[config.mk]
export PLATFORM = sky130hd
export DESIGN_NAME = uart_io_unit
export DESIGN_NICKNAME = d
export VERILOG_FILES = /design/src/rtl/cpuex_io_pkg.sv /design/src/rtl/io_sync_fifo.sv /design/src/rtl/uart_io_unit.sv
export SDC_FILE = /design/constraint.sdc
export NUM_CORES = 1
export LEC_CHECK = 0
export ABC_AREA = 0
export CAP_MARGIN = 10
export CORE_ASPECT_RATIO = 1.1
export CORE_MARGIN = 8
export CORE_UTILIZATION = 56
export DETAILED_ROUTE_END_ITERATION = 16
export MAX_ROUTING_LAYER = met4
export PLACE_DENSITY = 0.79
export SETUP_SLACK_MARGIN = 0.4
export SLEW_MARGIN = 0
export SYNTH_ARGS = -nofsm -noshare
export SYNTH_HDL_FRONTEND = slang
export SYNTH_SLANG_ARGS = --single-unit
[constraint.sdc]
create_clock -name clk -period 3.65 [get_ports clk]
set_input_delay 0.365 -clock clk [delete_from_list [all_inputs] [get_ports clk]]
set_output_delay 0.365 -clock clk [all_outputs]
set_load 0.01 [all_outputs]
[src/rtl/cpuex_io_pkg.sv]
// Shared types for the UART responder block.
// State encoding and rors meaning used by the FSM.
package cpuex_io_pkg;

    typedef enum logic [1:0] {
        IDLE,
        RECV,
        SEND,
        DONE
    } io_state_t;

    localparam logic RORS_RECV = 1'b0;
    localparam logic RORS_SEND = 1'b1;

endpackage

[src/rtl/io_sync_fifo.sv]
// Synchronous FIFO with a registered occupancy count.
// The head entry is shown on dout, so a pop needs no extra read cycle.
module io_sync_fifo #(
    parameter int WIDTH = 8,
    parameter int DEPTH = 16,
    parameter int CNT_W = $clog2(DEPTH) + 1
) (
    input  logic             clk,
    input  logic             rstn,
    input  logic             push,
    input  logic             pop,
    input  logic [WIDTH-1:0] din,
    output logic [WIDTH-1:0] dout,
    output logic             full,
    output logic             empty,
    output logic [CNT_W-1:0] level
);

    localparam int AW = $clog2(DEPTH);

    logic [WIDTH-1:0] mem_q [DEPTH];
    logic [AW-1:0]    wr_ptr_q, wr_ptr_d;
    logic [AW-1:0]    rd_ptr_q, rd_ptr_d;
    logic [CNT_W-1:0] level_q, level_d;
    logic             push_ok;
    logic             pop_ok;

    assign full  = (level_q == CNT_W'(DEPTH));
    assign empty = (level_q == '0);
    assign level = level_q;
    assign dout  = mem_q[rd_ptr_q];

    // A pop frees the slot that a same-cycle push lands in when full.
    assign pop_ok  = pop & ~empty;
    assign push_ok = push & (~full | pop_ok);

    always_comb begin
        wr_ptr_d = wr_ptr_q;
        rd_ptr_d = rd_ptr_q;
        level_d  = level_q;
        if (push_ok) wr_ptr_d = wr_ptr_q + AW'(1);
        if (pop_ok)  rd_ptr_d = rd_ptr_q + AW'(1);
        unique case ({push_ok, pop_ok})
            2'b10:   level_d = level_q + CNT_W'(1);
            2'b01:   level_d = level_q - CNT_W'(1);
            default: level_d = level_q;
        endcase
    end

    always_ff @(posedge clk or negedge rstn) begin
        if (!rstn) begin
            wr_ptr_q <= '0;
            rd_ptr_q <= '0;
            level_q  <= '0;
        end else begin
            wr_ptr_q <= wr_ptr_d;
            rd_ptr_q <= rd_ptr_d;
            level_q  <= level_d;
        end
    end

    always_ff @(posedge clk) begin
        if (push_ok) mem_q[wr_ptr_q] <= din;
    end

endmodule

[src/rtl/uart_io_unit.sv]
// Responder side of the controller UART handshake.
// Serves buffered RX bytes to receives and hands send bytes to the TX PHY.
module uart_io_unit
    import cpuex_io_pkg::*;
#(
    parameter int RX_DEPTH = 16,
    parameter int CNT_W    = $clog2(RX_DEPTH) + 1
) (
    input  logic             clk,
    input  logic             rstn,
    input  logic             uart_go,
    input  logic             rors,
    input  logic [7:0]       wdata,
    output logic [31:0]      rdata,
    output logic             uart_done,
    input  logic             rx_valid,
    input  logic [7:0]       rx_data,
    output logic             tx_valid,
    input  logic             tx_ready,
    output logic [7:0]       tx_data,
    output logic             rx_overrun,
    output logic [CNT_W-1:0] rx_level
);

    io_state_t  state_q, state_d;
    logic [7:0] tx_data_q, tx_data_d;
    logic [7:0] rdata_q, rdata_d;
    logic       overrun_q, overrun_d;
    logic       pop;
    logic       tx_load;
    logic [7:0] fifo_head;
    logic       fifo_full;
    logic       fifo_empty;

    io_sync_fifo #(
        .WIDTH (8),
        .DEPTH (RX_DEPTH),
        .CNT_W (CNT_W)
    ) u_rx_fifo (
        .clk   (clk),
        .rstn  (rstn),
        .push  (rx_valid),
        .pop   (pop),
        .din   (rx_data),
        .dout  (fifo_head),
        .full  (fifo_full),
        .empty (fifo_empty),
        .level (rx_level)
    );

    always_comb begin
        state_d = state_q;
        pop     = 1'b0;
        tx_load = 1'b0;
        unique case (state_q)
            IDLE: begin
                if (uart_go) begin
                    if (rors == RORS_SEND) begin
                        tx_load = 1'b1;
                        state_d = SEND;
                    end else begin
                        state_d = RECV;
                    end
                end
            end
            RECV: begin
                if (!fifo_empty) begin
                    pop     = 1'b1;
                    state_d = DONE;
                end
            end
            SEND: begin
                if (tx_ready) state_d = DONE;
            end
            DONE:    state_d = IDLE;
            default: state_d = IDLE;
        endcase
    end

    assign tx_data_d = tx_load ? wdata : tx_data_q;
    assign rdata_d   = pop ? fifo_head : rdata_q;
    // A byte is lost only when full and no pop makes room this cycle.
    assign overrun_d = overrun_q | (rx_valid & fifo_full & ~pop);

    always_ff @(posedge clk or negedge rstn) begin
        if (!rstn) begin
            state_q   <= IDLE;
            tx_data_q <= '0;
            rdata_q   <= '0;
            overrun_q <= 1'b0;
        end else begin
            state_q   <= state_d;
            tx_data_q <= tx_data_d;
            rdata_q   <= rdata_d;
            overrun_q <= overrun_d;
        end
    end

    assign rdata      = {24'b0, rdata_q};
    assign uart_done  = (state_q == DONE);
    assign tx_valid   = (state_q == SEND);
    assign tx_data    = tx_data_q;
    assign rx_overrun = overrun_q;

endmodule

==> flow_metrics.py, run 1 <==
metrics = {
    "worst_setup_path": {
        "path_cells": "or4_4, o21a_4, inv_6, ha_1, xor2_1, ha_1, nor3b_1, a32oi_1, xnor2_1",
        "cpPeakStageDelay_ps": 630,
        "worstPathMaxFanout": 10,
        "crit_family": "simple AND/OR/NAND/NOR gates",
        "critPathKind": "flip-flop to flip-flop",
        "endpoint_kind": "flip-flop",
        "reg2reg_depth": 9,
        "rrSetupSlack_ps": 760,
        "critPathRequiredTime_ps": 3940,
        "cp-start-kind": "flip-flop",
        "critPathArrivalTime_ps": 3180,
        "cpMaxStageDelayCell": "or4_4",
        "cpMostUsedCell": "ha_1",
        "r2r_end": "u_rx_fifo.level[4]$_DFFE_PN0P_",
        "rr_startpoint": "u_rx_fifo.level[2]$_DFFE_PN0P_",
        "timing.critical_path.buf_inv": 1,
    },
    "logic_synthesis": {
        "synth_seq_area_share_pct": 69.46,
        "synthesis.area_um2": 6686,
        "synth_edf_count": 128,
        "synthArstFlopShare_pct": 20.00,
        "ys_ff_latch": 160,
        "synth.avg_cell_area_um2": 18.07,
        "synthFlopType": "edfxtp_1",
        "synth_cell_types": 41,
        "yosysWarnings": 0,
        "netlist_instances": 370,
    },
    "run_status": {
        "status": "complete, no violations",
    },
    "global_routing": {
        "grt_pass1_wl_mm": 21.15,
        "grt_usage_pct": 18.99,
        "antenna_found_initial": 0,
        "grt_pass1_vias": 3711,
        "gr-usage-met1_pct": 22.21,
        "grtUsageMet3_pct": 4.942,
        "gr-total-overflow": 0,
        "grt_max_degree": 26,
        "use_met2_pct": 30.82,
        "grt_busiest_layer": "met2",
    },
    "timing": {
        "setup_violations": 0,
        "min_period_ps": 2887,
        "fin_worst_skew_ps": 6.089,
        "drv_slew": 0,
        "worst_pin_slew_ps": 1149,
        "slew_headroom_pct": 23.39,
        "post-route-period-util_pct": 79.10,
        "fin_setup_tns_ps": 0,
        "hold_viol": 0,
        "rsz0062_at_grt": "no",
        "max_freq_ghz": 0.3464,
    },
    "drt": {
        "wl_per_cell_um": 22.83,
        "vias_per_cell": 5.824,
        "routed_wl_mm": 13.49,
        "drcViolationCount": 0,
        "ant_nets": 0,
        "num_vias": 3442,
        "drtIter0Drc": 320,
        "firstDrtPassIters": 5,
    },
    "pwr": {
        "swShare_pct": 30.79,
        "internal-power_w": 0.004340,
        "powerDensity_nw_per_um2": 808.8,
        "combinationalPowerShare_pct": 30.5,
        "p_switching_w": 0.001931,
        "p_leak_nw": 2.732,
        "ir_drop_uv": 411.0,
        "power_frac_seq_pct": 43.0,
        "p_clk_share_pct": 26.5,
    },
    "cts": {
        "cts_buffer_depth": 2,
        "post_cts_buffers": 0,
        "cts_sinks": 160,
        "clk_pin_slew_ps": 60,
        "cts.root.buffer_cell": "clkbuf_16",
        "cts_tree": "yes",
        "cts_resized": 0,
        "cts_made_buffers": 17,
        "clk_latency_ps": 420,
        "htree_levels": 4,
        "ctsHoldBuffers": 0,
    },
    "min_path": {
        "hold_class": "input pin to asynchronous set/reset pin",
    },
    "flow_run": {
        "cap_violations": 0,
    },
    "floorplanning": {
        "num_rows": 42,
        "ioPinCount": 70,
        "fp.dieH_um": 130.6,
        "dieArea_um2": 15700,
        "die_x_um": 120.2,
        "start_util_pct": 56.55,
        "core_area_um2": 11820,
    },
    "cells_and_area": {
        "fillCellCount": 781,
        "multiInputGateArea_um2": 1798,
        "fin_cells": 591,
        "area.sequential_um2": 4646,
        "final_area_um2": 7754,
        "n_antenna_cell": 0,
        "area_growth_pct": 15.96,
        "nNetsFinal": 458,
        "final_layout_size_suffix_gt1_share_pct": 21.51,
        "finish.utilization_pct": 65.58,
    },
    "placed_design": {
        "portBuffers": 45,
        "hpwl_mm": 8.663,
        "dpl_cell_area_um2": 7201,
        "place_congestion": 0.8025,
        "dp.cells": 559,
    },
}
==> cell type report <==
type                    instances  area share [%]
clock buffers                  19           5.583
clock inverters                13           1.549
inverters                      11          0.5971
multi-input cells             180           23.19
flip-flops and latches        160           59.92
well taps                     154           2.485
repair buffers                 54           6.681
==> worst register-to-register path, delay by kind of cell (launching register included) <==
kind	cells	cell delay, ps
simple gates	2	920
compound gates	2	400
buf+inv	1	90
xor+xnor	2	340
flops	1	480
fa+ha+maj	2	530
==> cell families after synthesis <==
family	count (synthesis)	synth area share, %
DFF	160	69.46
muxes	53	14.26
buffers and inverters	53	4.940
and+or+nand+nor	41	3.518
AOI/OAI and AO/OA	38	3.948
adders and majority gates	12	2.245
xor gates and xnor gates	12	1.572
other	1	0.05608
==> placed cells by master (no fill, tap or decap), types with 2 or more instances in the layout <==
cell type	synthesis	routed
a21oi_1	9	9
dfrtp_1	32	31
nand2b_1	3	3
ha_1	12	12
a21o_1	2	2
conb_1	1	24
and3_1	4	4
nand3_1	3	3
nor3b_1	2	2
clkdlybuf4s50_1	0	45
mux4_2	32	32
xnor2_1	7	7
o21a_4	2	2
inv_6	1	2
edfxtp_1	128	128
clkinv_1	0	4
buf_4	28	9
clkbuf_1	5	2
clkinv_2	0	4
nand2_1	5	5
xor2_1	5	5
clkbuf_16	0	17
inv_1	10	10
o21ai_0	4	4
nor4_1	4	4
nand3b_1	2	2
nor2_1	8	8
o22ai_1	16	16
bufinv_16	0	2
mux2_2	18	18
and2_1	4	4
mux2i_1	3	3
==> Yosys cell counts, types with 4 or more instances <==
cell type | number | area (um2)
buf_2 | 5 | 25.02
nor4_1 | 4 | 25.02
edfxtp_1 | 128 | 3844
o22ai_1 | 16 | 100.1
xnor2_1 | 7 | 61.31
ha_1 | 12 | 150.1
inv_1 | 10 | 37.54
mux2_2 | 18 | 202.7
o21ai_0 | 4 | 20.02
buf_4 | 28 | 210.2
dfrtp_1 | 32 | 800.8
nand2_1 | 5 | 18.77
and2_1 | 4 | 25.02
and3_1 | 4 | 25.02
a21oi_1 | 9 | 45.04
mux4_2 | 32 | 720.7
xor2_1 | 5 | 43.79
clkbuf_1 | 5 | 18.77
nor2_1 | 8 | 30.03
==> per-layer routing <==
layer	share of wire (%)	wire length, um
met5	0	0
met4	2.1	282
met3	8.7	1169
met2	50	6731
met1	39	5308
==> flip-flops by register name (all words and copies together), names as in the netlist <==
name	flops
rdata_q	8
rx_overrun	1
state_q	2
tx_data	8
u_rx_fifo.level	5
u_rx_fifo.mem_q	128
u_rx_fifo.rd_ptr_q	4
u_rx_fifo.wr_ptr_q	4
==> power by group through the flow <==
stage	sequential (W)	clock, W	combinational, W
after floorplan	0.00253	0	0.00144
after global placement	0.00271	0	0.00184
after detailed placement	0.00273	0	0.00191
after CTS	0.00270	0.00169	0.00193
after global routing	0.00276	0.00177	0.00209
final	0.00269	0.00166	0.00191
==> through the flow <==
step                      hold WS, ps  setup slack (ps)  total power (W)
after floorplan                 69.41             799.5         0.003970
after global placement          443.9             921.4         0.004546
after global routing            448.4             608.8         0.006610
final                           392.4             762.8         0.006271
after CTS                       397.8             783.9         0.006327
after detailed placement        450.0             794.0         0.004633
==> how the worst max path moves through the flow <==
stage / to / from / depth (start not counted) / slack, ps
6_report: u_rx_fifo.level[4]$_DFFE_PN0P_ / u_rx_fifo.level[2]$_DFFE_PN0P_ / 9 / 760
3_3_place_gp: u_rx_fifo.level[2]$_DFFE_PN0P_ / u_rx_fifo.level[2]$_DFFE_PN0P_ / 9 / 920
3_5_place_dp: u_rx_fifo.level[4]$_DFFE_PN0P_ / u_rx_fifo.level[2]$_DFFE_PN0P_ / 9 / 790
4_1_cts: u_rx_fifo.level[4]$_DFFE_PN0P_ / u_rx_fifo.level[2]$_DFFE_PN0P_ / 9 / 780
2_1_floorplan: u_rx_fifo.level[2]$_DFFE_PN0P_ / u_rx_fifo.level[2]$_DFFE_PN0P_ / 12 / 800
5_1_grt: u_rx_fifo.level[4]$_DFFE_PN0P_ / u_rx_fifo.level[2]$_DFFE_PN0P_ / 9 / 610
Note: power is estimated with default switching activity, not from simulation.
==> inputs of run 2 (changes only) <==
==> constraint.sdc (replaced) <==
create_clock -name clk -period 2.7 [get_ports clk]
set_input_delay 0.27 -clock clk [delete_from_list [all_inputs] [get_ports clk]]
set_output_delay 0.27 -clock clk [all_outputs]
set_load 0.01 [all_outputs]
==> run 2 against run 1 <==
Cell count is 2.7% higher; sequential power is 27% higher; largest cell class unchanged; critical path depth stayed put; routed wire length is 1.5% higher; worst setup slack worse by 400 ps; critical path type unchanged; clock power is 33% higher.
==> flow_metrics.py, run 2 (same netlist as run 1, synthesis figures left out) <==
metrics = {
    "run_status": {
        "status": "complete, no violations",
    },
    "cts": {
        "htree_levels": 4,
        "cts_buffer_depth": 2,
        "cts_tree": "yes",
        "clk_pin_slew_ps": 60,
        "cts_sinks": 160,
        "cts_made_buffers": 17,
        "clk_latency_ps": 420,
        "cts.root.buffer_cell": "clkbuf_16",
    },
    "global_routing": {
        "antenna_found_initial": 0,
        "grt_max_degree": 35,
        "use_met2_pct": 30.49,
        "gr-usage-met1_pct": 21.98,
        "grt_pass1_vias": 3642,
        "grt_pass1_wl_mm": 20.88,
        "grt_usage_pct": 18.90,
        "grt_busiest_layer": "met2",
        "gr-total-overflow": 0,
        "grtUsageMet3_pct": 4.727,
    },
    "worst_setup_path": {
        "rrSetupSlack_ps": 360,
        "path_cells": "or4_4, o21a_4, inv_8, ha_4, xor2_1, ha_2, nor3b_2, a32oi_1, xnor2_1",
        "worstPathMaxFanout": 4,
        "cpPeakStageDelay_ps": 570,
        "cp-start-kind": "flip-flop",
        "critPathKind": "flip-flop to flip-flop",
        "cpMaxStageDelayCell": "or4_4",
        "timing.critical_path.buf_inv": 1,
        "critPathArrivalTime_ps": 2630,
        "crit_family": "simple AND/OR/NAND/NOR gates",
        "endpoint_kind": "flip-flop",
        "critPathRequiredTime_ps": 2990,
    },
    "floorplanning": {
        "num_rows": 42,
        "fp.dieH_um": 130.6,
        "core_area_um2": 11820,
        "dieArea_um2": 15700,
        "start_util_pct": 56.55,
        "ioPinCount": 70,
        "die_x_um": 120.2,
    },
    "timing": {
        "max_freq_ghz": 0.4274,
        "post-route-period-util_pct": 86.65,
        "min_period_ps": 2340,
        "hold_ws_ps": 337.1,
        "drv_slew": 0,
        "slew_headroom_pct": 43.35,
        "rsz0062_at_grt": "yes",
        "setup_violations": 0,
        "hold_viol": 0,
        "worst_pin_slew_ps": 847.1,
        "fin_setup_tns_ps": 0,
        "fin_worst_skew_ps": 9.188,
    },
    "cells_and_area": {
        "mostFrequentLayoutCells": "edfxtp_1, clkdlybuf4s50_1, mux4_2",
        "final_common_cell": "edfxtp_1",
        "finish.utilization_pct": 67.42,
        "largest_reg_flops": 128,
        "fillCellCount": 771,
        "nNetsFinal": 474,
        "final_layout_size_suffix_gt1_share_pct": 28.92,
        "area_growth_pct": 19.22,
        "top_register": "u_rx_fifo.mem_q",
        "n_antenna_cell": 0,
    },
    "placed_design": {
        "portBuffers": 45,
        "place_congestion": 0.7900,
        "hpwl_mm": 8.760,
    },
    "drt": {
        "num_vias": 3506,
        "ant_nets": 0,
        "routed_wl_mm": 13.69,
        "firstDrtPassIters": 4,
        "drtIter0Drc": 336,
        "wl_per_cell_um": 22.56,
        "vias_per_cell": 5.776,
        "drcViolationCount": 0,
    },
    "pwr": {
        "swShare_pct": 31.29,
        "ir_drop_uv": 579.4,
        "powerDensity_nw_per_um2": 1086,
        "p_switching_w": 0.002709,
        "internal-power_w": 0.005951,
        "p_clk_share_pct": 25.4,
        "combinationalPowerShare_pct": 35.2,
        "power_frac_seq_pct": 39.4,
        "p_leak_nw": 2.831,
    },
    "flow_run": {
        "cap_violations": 0,
    },
    "min_path": {
        "hold_class": "input pin to asynchronous set/reset pin",
    },
}
-- run 2: area by class of cell --
cell class | instances | area, um2 | share of cell area, %
clock inverter | 9 | 53.80 | 0.6749
timing repair buffer | 69 | 643.1 | 8.068
tap | 154 | 192.7 | 2.417
sequential | 160 | 4646 | 58.28
inverter | 11 | 48.80 | 0.6121
clock buffer | 23 | 500.5 | 6.278
multi-input combinational | 181 | 1887 | 23.67
-- run 2: metal layers --
| metal | routed length [um] | vias up |
|---|---|---|
| met2 | 6795 | 172 |
| met4 | 382 | 0 |
| met5 | 0 | - |
| met1 | 5488 | 1763 |
| met3 | 1024 | 30 |
| li1 | - | 1541 |
-- run 2: per-stage QoR --
stage | area (um2) | std cells | total power [W] | setup WS, ps
2_1_floorplan | 6839 | 393 | 0.005438 | -6.847
3_3_place_gp | 7310 | 566 | 0.006289 | 232.0
3_5_place_dp | 7310 | 566 | 0.006382 | 124.9
4_1_cts | 7945 | 606 | 0.008692 | 367.5
5_1_grt | 7971 | 607 | 0.009070 | 232.9
6_report | 7971 | 607 | 0.008660 | 360.4
-- run 2: path summary, 6_finish.rpt --
kind                                                startpoint                           endpoint  cells past startpoint
worst max-delay path            u_rx_fifo.level[1]$_DFFE_PN0P_     u_rx_fifo.level[4]$_DFFE_PN0P_                      9
worst min-delay path                                      rstn               rx_overrun$_DFF_PN0_                      1
worst max register to register  u_rx_fifo.level[1]$_DFFE_PN0P_     u_rx_fifo.level[4]$_DFFE_PN0P_                      9
worst min register to register            rx_overrun$_DFF_PN0_               rx_overrun$_DFF_PN0_                      1
max in group asynchronous                                 rstn  u_rx_fifo.wr_ptr_q[2]$_DFFE_PN0P_                      2
min in group clk                                      wdata[2]             tx_data[2]$_DFFE_PN0P_                      2
-- run 2: repair_timing --
action	CTS	global route
cloned	1	0
pin swaps	6	5
setup endpoints to repair	35	67
hold buffers	0	0
setup buffers	7	1
resized for setup	8	8
-- run 2: power groups by stage --
stage,combinational (W),sequential (W),clock [W]
global placement,0.00287,0.00342,0
global route,0.00329,0.00345,0.00233
CTS,0.00306,0.00340,0.00223
floorplan,0.00201,0.00342,0
detailed placement,0.00294,0.00344,0
finish,0.00305,0.00341,0.00220
==> inputs of run 3 (changes only) <==
==> constraint.sdc (replaced) <==
create_clock -name clk -period 2.5 [get_ports clk]
set_input_delay 0.25 -clock clk [delete_from_list [all_inputs] [get_ports clk]]
set_output_delay 0.25 -clock clk [all_outputs]
set_load 0.01 [all_outputs]
==> run 3 against run 2 <==
Non-clock buffer count rose by 8; critical path depth rose by 1; worst setup slack got worse by 190 ps; sequential power rose by 9.7%; maximum frequency rose by 0.25%; register-to-register slack got worse by 190 ps; combinational power rose by 19%; utilization rose by 3.1 points; cell area rose by 4.6%; count of clock-buffer cells in the layout fell by 4; first-iteration DRC count fell by 13%; cell count rose by 1.2%; highest routed layer unchanged.
==> flow_metrics.py, run 3 (same netlist as run 1, synthesis figures left out) <==
metrics = {
    "run_status": {
        "status": "complete, no violations",
    },
    "worst_setup_path": {
        "cpPeakStageDelay_ps": 570,
        "path_cells": "or4_4, o21a_4, inv_8, ha_4, buf_6, buf_4, nand2b_1, o21ai_0, a32oi_2, xnor2_1",
        "reg2reg_depth": 10,
        "critPathKind": "flip-flop to flip-flop",
        "worstPathMaxFanout": 5,
        "r2r_end": "u_rx_fifo.level[4]$_DFFE_PN0P_",
        "critPathArrivalTime_ps": 2630,
        "worstSetupStartpoint": "u_rx_fifo.level[1]$_DFFE_PN0P_",
        "rr_startpoint": "u_rx_fifo.level[1]$_DFFE_PN0P_",
        "rrSetupSlack_ps": 170,
        "endpoint_kind": "flip-flop",
        "cpMaxStageDelayCell": "or4_4",
        "crit_family": "simple AND/OR/NAND/NOR gates",
        "cp-start-kind": "flip-flop",
        "timing.critical_path.buf_inv": 3,
        "critPathRequiredTime_ps": 2790,
    },
    "timing": {
        "post-route-period-util_pct": 93.35,
        "hold_viol": 0,
        "fin_worst_skew_ps": 11.63,
        "drv_slew": 0,
        "fin_setup_tns_ps": 0,
        "hold_ws_ps": 258.7,
        "worst_pin_slew_ps": 707.9,
        "rsz0062_at_grt": "yes",
        "max_freq_ghz": 0.4285,
        "setup_violations": 0,
        "min_period_ps": 2334,
        "slew_headroom_pct": 52.81,
    },
    "cells_and_area": {
        "final_layout_size_suffix_gt1_share_pct": 32.83,
        "largest_reg_flops": 128,
        "finish.utilization_pct": 70.54,
        "fillCellCount": 697,
        "n_antenna_cell": 0,
        "nNetsFinal": 481,
        "area_growth_pct": 24.74,
        "top_register": "u_rx_fifo.mem_q",
        "final_common_cell": "edfxtp_1",
        "mostFrequentLayoutCells": "edfxtp_1, clkdlybuf4s50_1, mux4_2",
        "final_area_um2": 8341,
    },
    "global_routing": {
        "grt_max_degree": 35,
        "grt_usage_pct": 18.95,
        "gr-total-overflow": 0,
        "antenna_found_initial": 0,
        "grt_pass1_wl_mm": 21.27,
        "grt_pass1_vias": 3738,
    },
    "cts": {
        "clk_latency_ps": 420,
        "cts_tree": "yes",
        "htree_levels": 4,
        "clk_pin_slew_ps": 60,
        "cts_buffer_depth": 2,
        "cts.root.buffer_cell": "clkbuf_16",
        "cts_sinks": 160,
        "cts_made_buffers": 17,
        "ctsHoldBuffers": 0,
    },
    "drt": {
        "num_vias": 3603,
        "ant_nets": 0,
        "drtIter0Drc": 292,
        "vias_per_cell": 5.868,
        "wl_per_cell_um": 23.96,
        "firstDrtPassIters": 5,
        "drcViolationCount": 0,
        "routed_wl_mm": 14.71,
    },
    "flow_run": {
        "cap_violations": 0,
    },
    "floorplanning": {
        "die_x_um": 120.2,
        "dieArea_um2": 15700,
        "fp.dieH_um": 130.6,
        "core_area_um2": 11820,
        "start_util_pct": 56.55,
        "ioPinCount": 70,
        "num_rows": 42,
    },
    "pwr": {
        "power_w": 0.01009,
        "ir_drop_uv": 742.0,
        "p_leak_nw": 2.930,
        "powerDensity_nw_per_um2": 1209,
    },
    "placed_design": {
        "place_congestion": 0.7656,
        "dpl_cell_area_um2": 7279,
        "hpwl_mm": 8.484,
        "portBuffers": 45,
    },
    "min_path": {
        "hold_class": "input pin to asynchronous set/reset pin",
    },
}
[run 3: cell types whose count changed in the layout (fill, tap and decap cells not counted), sizes merged]
cell and delta:
bufinv +4, buf +8, o21a -1, clkbuf -4
[run 3: power by group]
group	switching, W	leakage, nW	internal [W]
Clock	0.00104	0.305	0.00168
Combinational	0.00178	1.10	0.00184
Sequential	0.000377	1.53	0.00337
Total	0.00320	2.93	0.00689
[run 3: how the worst max path moves through the flow]
stage,to,slack (ps),cells past startpoint
detailed placement,u_rx_fifo.level[4]$_DFFE_PN0P_,-1,9
CTS,u_rx_fifo.level[4]$_DFFE_PN0P_,120,8
floorplan,u_rx_fifo.level[4]$_DFFE_PN0P_,-210,11
global route,u_rx_fifo.level[2]$_DFFE_PN0P_,70,10
global placement,u_rx_fifo.level[4]$_DFFE_PN0P_,100,9
finish,u_rx_fifo.level[4]$_DFFE_PN0P_,170,10
[run 3: timing repair]
action,CTS,global route
resized for setup,16,41
endpoints found under the setup margin,94,124
buffers inserted,7,13
pin swaps,9,24
[run 3: metal layers]
metal	part of all wire, %	wire length (um)	global-route usage, %	up-vias
met2	55	8111	33.39	164
met1	36	5334	20.67	1865
met4	1.3	195	5.809	0
li1	-	-	-	1556
met3	7.3	1072	5.200	18
met5	0	0	-	-
[run 3: stage by stage]
stage / cells / setup WS, ps
floorplan: 393 / -206.8
global placement: 562 / 95.34
detailed placement: 562 / -1.266
CTS: 601 / 121.8
global route: 614 / 68.60
finish: 614 / 166.2
[run 3: layout make-up]
class                      instances  area, um2  share of cell area [%]
clock inverter                    13      185.2                   2.220
timing repair buffer              77      778.2                   9.331
clock buffer                      19      432.9                   5.191
inverter                          11      48.80                  0.5851
tap                              154      192.7                   2.310
sequential                       160       4646                   55.70
multi-input combinational        180       2057                   24.66
